$ cat config.mk
export PLATFORM = sky130hd
export DESIGN_NAME = pc_fetch_unit
export DESIGN_NICKNAME = d
export VERILOG_FILES = /design/src/rtl/pc_fetch_unit.sv
export SDC_FILE = /design/constraint.sdc
export NUM_CORES = 1
export LEC_CHECK = 0
export BUFFER_PORTS_ARGS = -buffer_cell sky130_fd_sc_hd__buf_4
export CELL_PAD_IN_SITES_DETAIL_PLACEMENT = 1
export CELL_PAD_IN_SITES_GLOBAL_PLACEMENT = 1
export CORE_MARGIN = 4
export CORE_UTILIZATION = 45
export DETAILED_ROUTE_END_ITERATION = 12
export PLACE_DENSITY = 0.72
export SLEW_MARGIN = 20
export SYNTH_ARGS = -nofsm -noshare
export SYNTH_HDL_FRONTEND = slang
export SYNTH_SLANG_ARGS = --single-unit
$ cat constraint.sdc
create_clock -name CLK -period 15.46 [get_ports CLK]
set_clock_uncertainty 0.15 [all_clocks]
set_input_delay 4.638 -clock CLK [delete_from_list [all_inputs] [get_ports CLK]]
set_output_delay 4.638 -clock CLK [all_outputs]
set_load 0.005 [all_outputs]
$ cat src/rtl/pc_fetch_unit.sv
// Fetch-side program counter with branch-prediction tracking.
// Every accepted fetch pushes its predicted next word address into an
// in-order queue. Execute resolves the oldest entry. A mismatch flushes
// the pipeline, reloads cpc from the resolved address and inserts a
// one-cycle REDIRECT bubble.
module pc_fetch_unit #(
  parameter logic [31:0] PC_INIT = 32'h0000_0000,
  parameter int unsigned QDEPTH  = 8
) (
  input  logic        CLK,
  input  logic        nRST,
  input  logic        ihit,
  input  logic        stall,
  input  logic        halt,
  input  logic        phit,
  input  logic [29:0] paddr,
  input  logic        res_valid,
  input  logic [29:0] res_next,
  output logic [29:0] cpc,
  output logic [31:0] imemaddr,
  output logic        iren,
  output logic        fetch_valid,
  output logic        flush,
  output logic [15:0] miss_cnt,
  output logic [15:0] res_cnt,
  output logic        q_err
);

  localparam int unsigned AW = $clog2(QDEPTH);
  localparam int unsigned CW = AW + 1;
  localparam logic [29:0]   PC_RESET = PC_INIT[31:2];
  localparam logic [CW-1:0] Q_FULL   = CW'(QDEPTH);

  localparam logic [1:0] ST_RUN      = 2'd0;
  localparam logic [1:0] ST_REDIRECT = 2'd1;
  localparam logic [1:0] ST_HALTED   = 2'd2;

  logic [1:0]    state_q, state_d;
  logic [29:0]   cpc_q, cpc_d;
  logic [AW-1:0] head_q, head_d;
  logic [AW-1:0] tail_q, tail_d;
  logic [CW-1:0] count_q, count_d;
  logic [15:0]   miss_cnt_q, miss_cnt_d;
  logic [15:0]   res_cnt_q, res_cnt_d;
  logic          q_err_q, q_err_d;

  logic [29:0]   q_mem [QDEPTH];

  logic          running;
  logic          res_active;
  logic          pop;
  logic          mismatch;
  logic          qfull;
  logic          push;
  logic [29:0]   pnext;

  // Handshake decode: the prediction, the pop and compare, and the fetch accept.
  // NOTE: combinational blocks use blocking '=' so that later statements see
  // the values computed by earlier statements. Sequential blocks use '<='.
  always_comb begin
    running    = (state_q == ST_RUN);
    res_active = res_valid && (state_q != ST_HALTED);
    pop        = res_active && (count_q != '0);
    mismatch   = pop && (q_mem[head_q] != res_next);
    // A pop in the same cycle frees a slot, so fullness is judged after it.
    qfull      = (count_q == Q_FULL) && !pop;
    pnext      = phit ? paddr : cpc_q + 30'd1;
    push       = nRST && running && ihit && !stall && !qfull && !mismatch;
  end

  // Next-state logic for the pc, the queue pointers, the counters and the FSM.
  always_comb begin
    // NOTE: every variable gets a default first, so no path leaves it
    // unassigned. A missing default would infer a latch.
    state_d    = state_q;
    cpc_d      = cpc_q;
    head_d     = head_q;
    tail_d     = tail_q;
    count_d    = count_q;
    miss_cnt_d = miss_cnt_q;
    res_cnt_d  = res_cnt_q;
    q_err_d    = q_err_q;

    if (mismatch) begin
      // Redirect wins over a concurrent fetch. Every younger prediction is stale.
      cpc_d   = res_next;
      head_d  = '0;
      tail_d  = '0;
      count_d = '0;
      if (miss_cnt_q != 16'hFFFF) miss_cnt_d = miss_cnt_q + 16'd1;
    end else begin
      if (push) begin
        cpc_d  = pnext;
        tail_d = tail_q + AW'(1);
      end
      if (pop) head_d = head_q + AW'(1);
      case ({push, pop})
        2'b10:   count_d = count_q + CW'(1);
        2'b01:   count_d = count_q - CW'(1);
        default: count_d = count_q;
      endcase
    end

    if (pop && (res_cnt_q != 16'hFFFF)) res_cnt_d = res_cnt_q + 16'd1;
    if (res_active && (count_q == '0)) q_err_d = 1'b1;

    case (state_q)
      ST_RUN:      state_d = mismatch ? ST_REDIRECT : ST_RUN;
      ST_REDIRECT: state_d = mismatch ? ST_REDIRECT : ST_RUN;
      default:     state_d = ST_HALTED;
    endcase
    if (halt) state_d = ST_HALTED;
  end

  // Control and status registers.
  always_ff @(posedge CLK or negedge nRST) begin
    if (!nRST) begin
      state_q    <= ST_RUN;
      cpc_q      <= PC_RESET;
      head_q     <= '0;
      tail_q     <= '0;
      count_q    <= '0;
      miss_cnt_q <= '0;
      res_cnt_q  <= '0;
      q_err_q    <= 1'b0;
    end else begin
      state_q    <= state_d;
      cpc_q      <= cpc_d;
      head_q     <= head_d;
      tail_q     <= tail_d;
      count_q    <= count_d;
      miss_cnt_q <= miss_cnt_d;
      res_cnt_q  <= res_cnt_d;
      q_err_q    <= q_err_d;
    end
  end

  // Prediction storage. A write at the tail stores the predicted next pc.
  // NOTE: the storage array has no reset. The occupancy count alone decides
  // which entries are valid, so a reset of the array would only add logic.
  always_ff @(posedge CLK) begin
    if (push) q_mem[tail_q] <= pnext;
  end

  assign cpc         = cpc_q;
  assign imemaddr    = {cpc_q, 2'b00};
  assign iren        = running;
  assign fetch_valid = push;
  assign flush       = mismatch && nRST;
  assign miss_cnt    = miss_cnt_q;
  assign res_cnt     = res_cnt_q;
  assign q_err       = q_err_q;

endmodule

* Word level (Yosys, flattened, before mapping) *
Memories as Yosys holds them, arrays and structs flattened.
Cells that the tools add are included.

storage, ports and cells
  bits in registers = 75
  bits in writable memories = 240
  bits of input ports = 67
  output and inout bits = 98
  logic and storage cells = 62
  memories = 1

cells by class
  add/subtract/negate cells = 7
  equal/unequal tests = 8
  mux-type cells = 14
  reductions and logical operators = 24

memory list
  memory  words  bits a word  rd ports  clocked after Yosys merged registers in  wr ports  RTL line  RTL
  q_mem   8      30           1         0                                        1         47        logic [29:0] q_mem [QDEPTH];

operator list
  kind                   number
  $mux 30                3
  $add 16x1->16 const B  2
  $ne 16x16->1 const B   2
  $add 30x1->30 const B  1
  $ne 30x30->1           1
  $logic_and 1x1->1      12
  $mux 3                 4
  $pmux 4 s2             1
  $add 3x1->3 const B    2
  $add 4x1->4 const B    1
  $eq 2x1->1 const B     2
  $eq 4x4->1 const B     1
  $logic_not 1->1        4
  $logic_not 4->1        1
  $mux 2                 2
  $mux 4                 1
  $reduce_bool 2->1      2
  $reduce_bool 4->1      1
  $sub 4x1->4 const B    1
  $mux 1                 3
  $reduce_bool 3->1      1
  $eq 2x2->1 const B     1
  $logic_not 2->1        1
  $ne 2x2->1 const B     1
  2 further kinds        2

* Logic depth before layout (Yosys ltp) *
  depth in word-level cells = 11
  depth in mapped cells = 19
  depth with buffers taken out = 14

* Least setup slack after synthesis *
OpenSTA, ideal clock, no wires.

  kind = input to output
  start = input port res_next[29]
  end = output port flush
  arrival = 6.084 ns
  required time = 10.672 ns
  path slack = 4.588 ns
  stages = 7
  path buffers = 1
  cells stage by stage = a21o_1 a2111oi_1 nand4_1 nor4_2 nor2_2 buf_2 and2_1

between the ends
  word-level cells in the longest chain between the ends = 3

ends and longest elaborated chain
  item               RTL line  RTL
  from (decl)        18        input logic [29:0] res_next,
  $ne 30x30->1       64        mismatch = pop && (q_mem[head_q] != res_next);
  $logic_and 1x1->1  64
  $logic_and 1x1->1  149       assign flush = mismatch && nRST;
  to (decl)          23        output logic flush,

No other way between the ends.

* Worst setup path in the final report *
Same ends and word-level chain as after synthesis.

==> results summary <==
The run finished with clean final reports. The global-route met1 utilization came out at 31.25%. The routed wire length per instance came out at 24.96 µm. The path class of the tightest hold or removal check is reg -> reg. The worst setup timing slack at the placement stage came out at 3211 ps.

The number of remaining DRC errors is 0. For this block, the via count after detailed routing is 9030. The overall die width came out at 186.4 µm. In this run the count of I/O pins placed on the die edge is 165. The detailed-placement wirelength estimate is 25.47 mm. At the worst endpoint, the arrival time is 7340 ps. Dividing the final minimum period by the clock period gives 78.46%. The count of routing violations after the opening detailed-route iteration came out at 760. The worst register-to-register path ends at q_mem[4][6]. STA classifies the critical path endpoint as an output port. The post-layout minimum cycle time came out at 12130 ps. The fraction of synthesis flops using an asynchronous set or reset pin came out at 23.81%. The max-capacitance violation count came out at 0. The fraction of layout instances using a drive strength above 1 is 25.98%.

Summed over all cells, the static leakage comes to 0.006405 µW. At the pin with the least slew margin, the transition time is 1071 ps. Dividing the detail-routed via count by the number of cells gives 5.730.

The source-to-sink clock delay at the later pin of the worst-skew pair is 520 ps. The total routed wirelength came out at 39.34 mm. Post-CTS timing repair inserted 0 buffers for setup. The area added between synthesis and finish came out at 18.89%. After clock tree synthesis, the clock-pin slew on the worst setup and hold paths is 60 ps. The number of gates given a new drive strength after cts came out at 0. The area inside the core boundary is 0.03147 mm².

The total design power is 1865 µW. The number of global-route vias before repair is 9715. In this run the tightest slew margin relative to its limit is 28.58%. The area of the mapped netlist came out at 0.01431 mm². The total of endpoints with negative setup slack in the final report came out at 0. STA classifies the critical path startpoint as an input port. The global placer's final weighted congestion is 0.7965. The maximum clock rate came out at 82.44 MHz. The worst hold path begins at miss_cnt[9]. The met2 usage in global routing is 37.75%. The worst path setup slack after routing is 3330 ps. The required time at the endpoint of the critical path is 10670 ps.

The met3 track demand over resource is 3.966%. Adding up every negative setup slack in the final design gives 0 ps. The clock tree from TritonCTS is done. In this run the number of H-tree levels came out at 2. The start of the worst register-to-register path is head_q[2]. The first global-routing pass estimated 60.71 mm of wire.

The number of buffers added to fix hold violations after cts came out at 0. Setup repair after global routing left no endpoint under its margin. The number of instances in the synthesized netlist is 1003. The final layout contains 1223 nets.

The highest ir drop seen on vdd came out at 0.00006082 V. The total number of yosys warnings is 0. Yosys mapped a number of flops with a built-in enable equal to 240. The global-route congestion overflow total came out at 0. The worst reg-to-reg path cell count came out at 12. The number of hold violations in the final report came out at 0. The post-synthesis sequential area ratio came out at 63.46%. The flip-flop and latch count after synthesis is 315.

The end of the worst hold path is miss_cnt[9]. The clock sink count came out at 315. Among all flip-flop cells after synthesis, the most frequent one is sky130_fd_sc_hd__edfxtp_1. Buffers inserted during clock tree synthesis total 35. The critical path in this run is classified as in -> out. The number of iterations in the first detailed-routing pass came out at 5.

Clock tree synthesis selected as its root buffer the cell sky130_fd_sc_hd__clkbuf_16. The max-slew violation total from the final report is 0. The total of buffers placed on input and output ports is 162.

The count of nets left with antenna violations after detail routing is 0. Row generation in the floorplan step produced 65 rows. Global routing used 22.52% of the available tracks across all layers.

The maximum number of pins on one net before global-route repair came out at 60. The starting density of the core came out at 45.48%. The die is 186.4 µm tall. The highest net fanout along the worst path is 43. Along the worst hold path, the cell count comes to 1. The worst setup slack for register-to-register paths came out at 8920 ps. Power spread over the standard cell area amounts to 109.6 mW/mm². The busiest layer in global routing is met2. The final antenna diode count came out at 0. In this run, distinct cell masters in the synthesized netlist total 59. The number of buffers between clock root and the deepest sink came out at 3. The number of antenna violations at the first check in global routing came out at 0.

The floorplan step defined a die boundary enclosing 0.03473 mm². The mean cell area of the mapped netlist came out at 14.27 µm².
[per-stage QoR]
stage | cells | hold WS (ps) | util [%] | instance area [µm²]
4_1_cts | 1576 | 347.7 | 54.07 | 17020
3_5_place_dp | 1513 | 334.1 | 50.19 | 15800
2_1_floorplan | 1004 | 317.8 | - | 14320
6_report | 1576 | 350.1 | 54.07 | 17020
5_1_grt | 1576 | 374.2 | 54.07 | 17020
3_3_place_gp | 1513 | 316.3 | 50.19 | 15800
[flip-flops by register name, indices dropped and copies added, names as in the netlist, 2 cells and up]
signal	cells
q_mem	240
cpc	30
miss_cnt	16
res_cnt	16
count_q	4
head_q	3
tail_q	3
state_q	2
[how the worst max path moves through the flow]
stage | start | end | cells after the start
6_report | res_next[29] | flush | 10
5_1_grt | res_next[29] | flush | 10
4_1_cts | res_next[29] | flush | 10
3_5_place_dp | res_next[29] | flush | 10
3_3_place_gp | res_next[29] | flush | 10
2_1_floorplan | res_next[29] | flush | 7
[critical path, stage by stage]
cell and delay (ps):
sky130_fd_sc_hd__buf_4 120, sky130_fd_sc_hd__a21o_1 150, sky130_fd_sc_hd__a2111oi_1 620, sky130_fd_sc_hd__nand4_1 260, sky130_fd_sc_hd__nor4_4 310, sky130_fd_sc_hd__buf_4 370
sky130_fd_sc_hd__nor2_4 40, sky130_fd_sc_hd__buf_4 390, sky130_fd_sc_hd__and2_1 280, sky130_fd_sc_hd__buf_4 130
[metal layers]
layer,vias up,part of all wire (%)
li1,4026,-
met1,4644,42
met2,311,49
met3,49,6.1
met4,0,2.2
met5,-,0
[synth_stat cells, drive strengths merged, types with 2 or more instances]
library cell	instances	area [µm²]
edfxtp	240	7207
nand2	100	377.9
mux2i	89	890.9
dfrtp	75	1877
buf	62	437.9
xnor2	45	394.1
mux2	36	405.4
nand3	34	170.2
xor2	33	289.0
o21ai	31	155.2
mux4	30	675.7
nor2	29	111.4
nand4	21	131.4
a22oi	18	135.1
inv	16	60.06
and3	15	93.84
clkbuf	15	56.30
nor3	15	75.07
a21oi	13	65.06
nor4	10	68.81
a21o	7	52.55
ha	7	87.58
nor2b	7	43.79
a211oi	5	37.54
a22o	5	43.79
and2	5	31.28
and4	5	43.79
a221oi	4	35.03
a31oi	3	18.77
nor4b	3	32.53
or2	3	18.77
a2111oi	2	18.77
nand2b	2	12.51
o31a	2	17.52
o31ai	2	20.02
or3	2	12.51
[final cells by class]
type,instances,area [µm²]
Fill cell,3090,14460
Sequential cell,315,9089
Multi-Input combinational cell,596,4765
Timing Repair Buffer,184,1381
Clock buffer,47,1035
Tap cell,402,503.0
Clock inverter,16,185.2
Inverter,16,60.06
[cells by family (layout without fill, tap and decap cells)]
family / after synthesis / count (layout) / synth area share, %
flip-flops: 315 / 315 / 63.46
AND/OR/NAND/NOR: 254 / 254 / 8.724
multiplexers: 155 / 155 / 13.78
AO/OA/AOI/OAI: 99 / 99 / 4.615
buffers and inverters: 93 / 263 / 3.872
XOR/XNOR: 78 / 78 / 4.773
adder cells (fa/ha/maj): 8 / 8 / 0.7517
other: 1 / 2 / 0.02620
[cell usage in the layout, fill, tap and decap left out, drive strengths merged, types with 7 or more instances in the layout]
cell,instances
nor4,10
nor2,29
buf,184
edfxtp,240
a21oi,13
mux4,30
nand4,21
a21o,7
nand2,100
ha,7
xnor2,45
xor2,33
nor2b,7
clkbuf,47
clkinv,10
dfrtp,75
o21ai,31
mux2i,89
inv,18
nand3,34
a22oi,18
nor3,15
and3,15
mux2,36
[report_power, final]
part | switching [µW] | internal, µW
clock | 336 | 538
sequential | 7.60 | 918
combinational | 37.8 | 27.3
total | 381 | 1480
(Power assumes the default switching activity.)
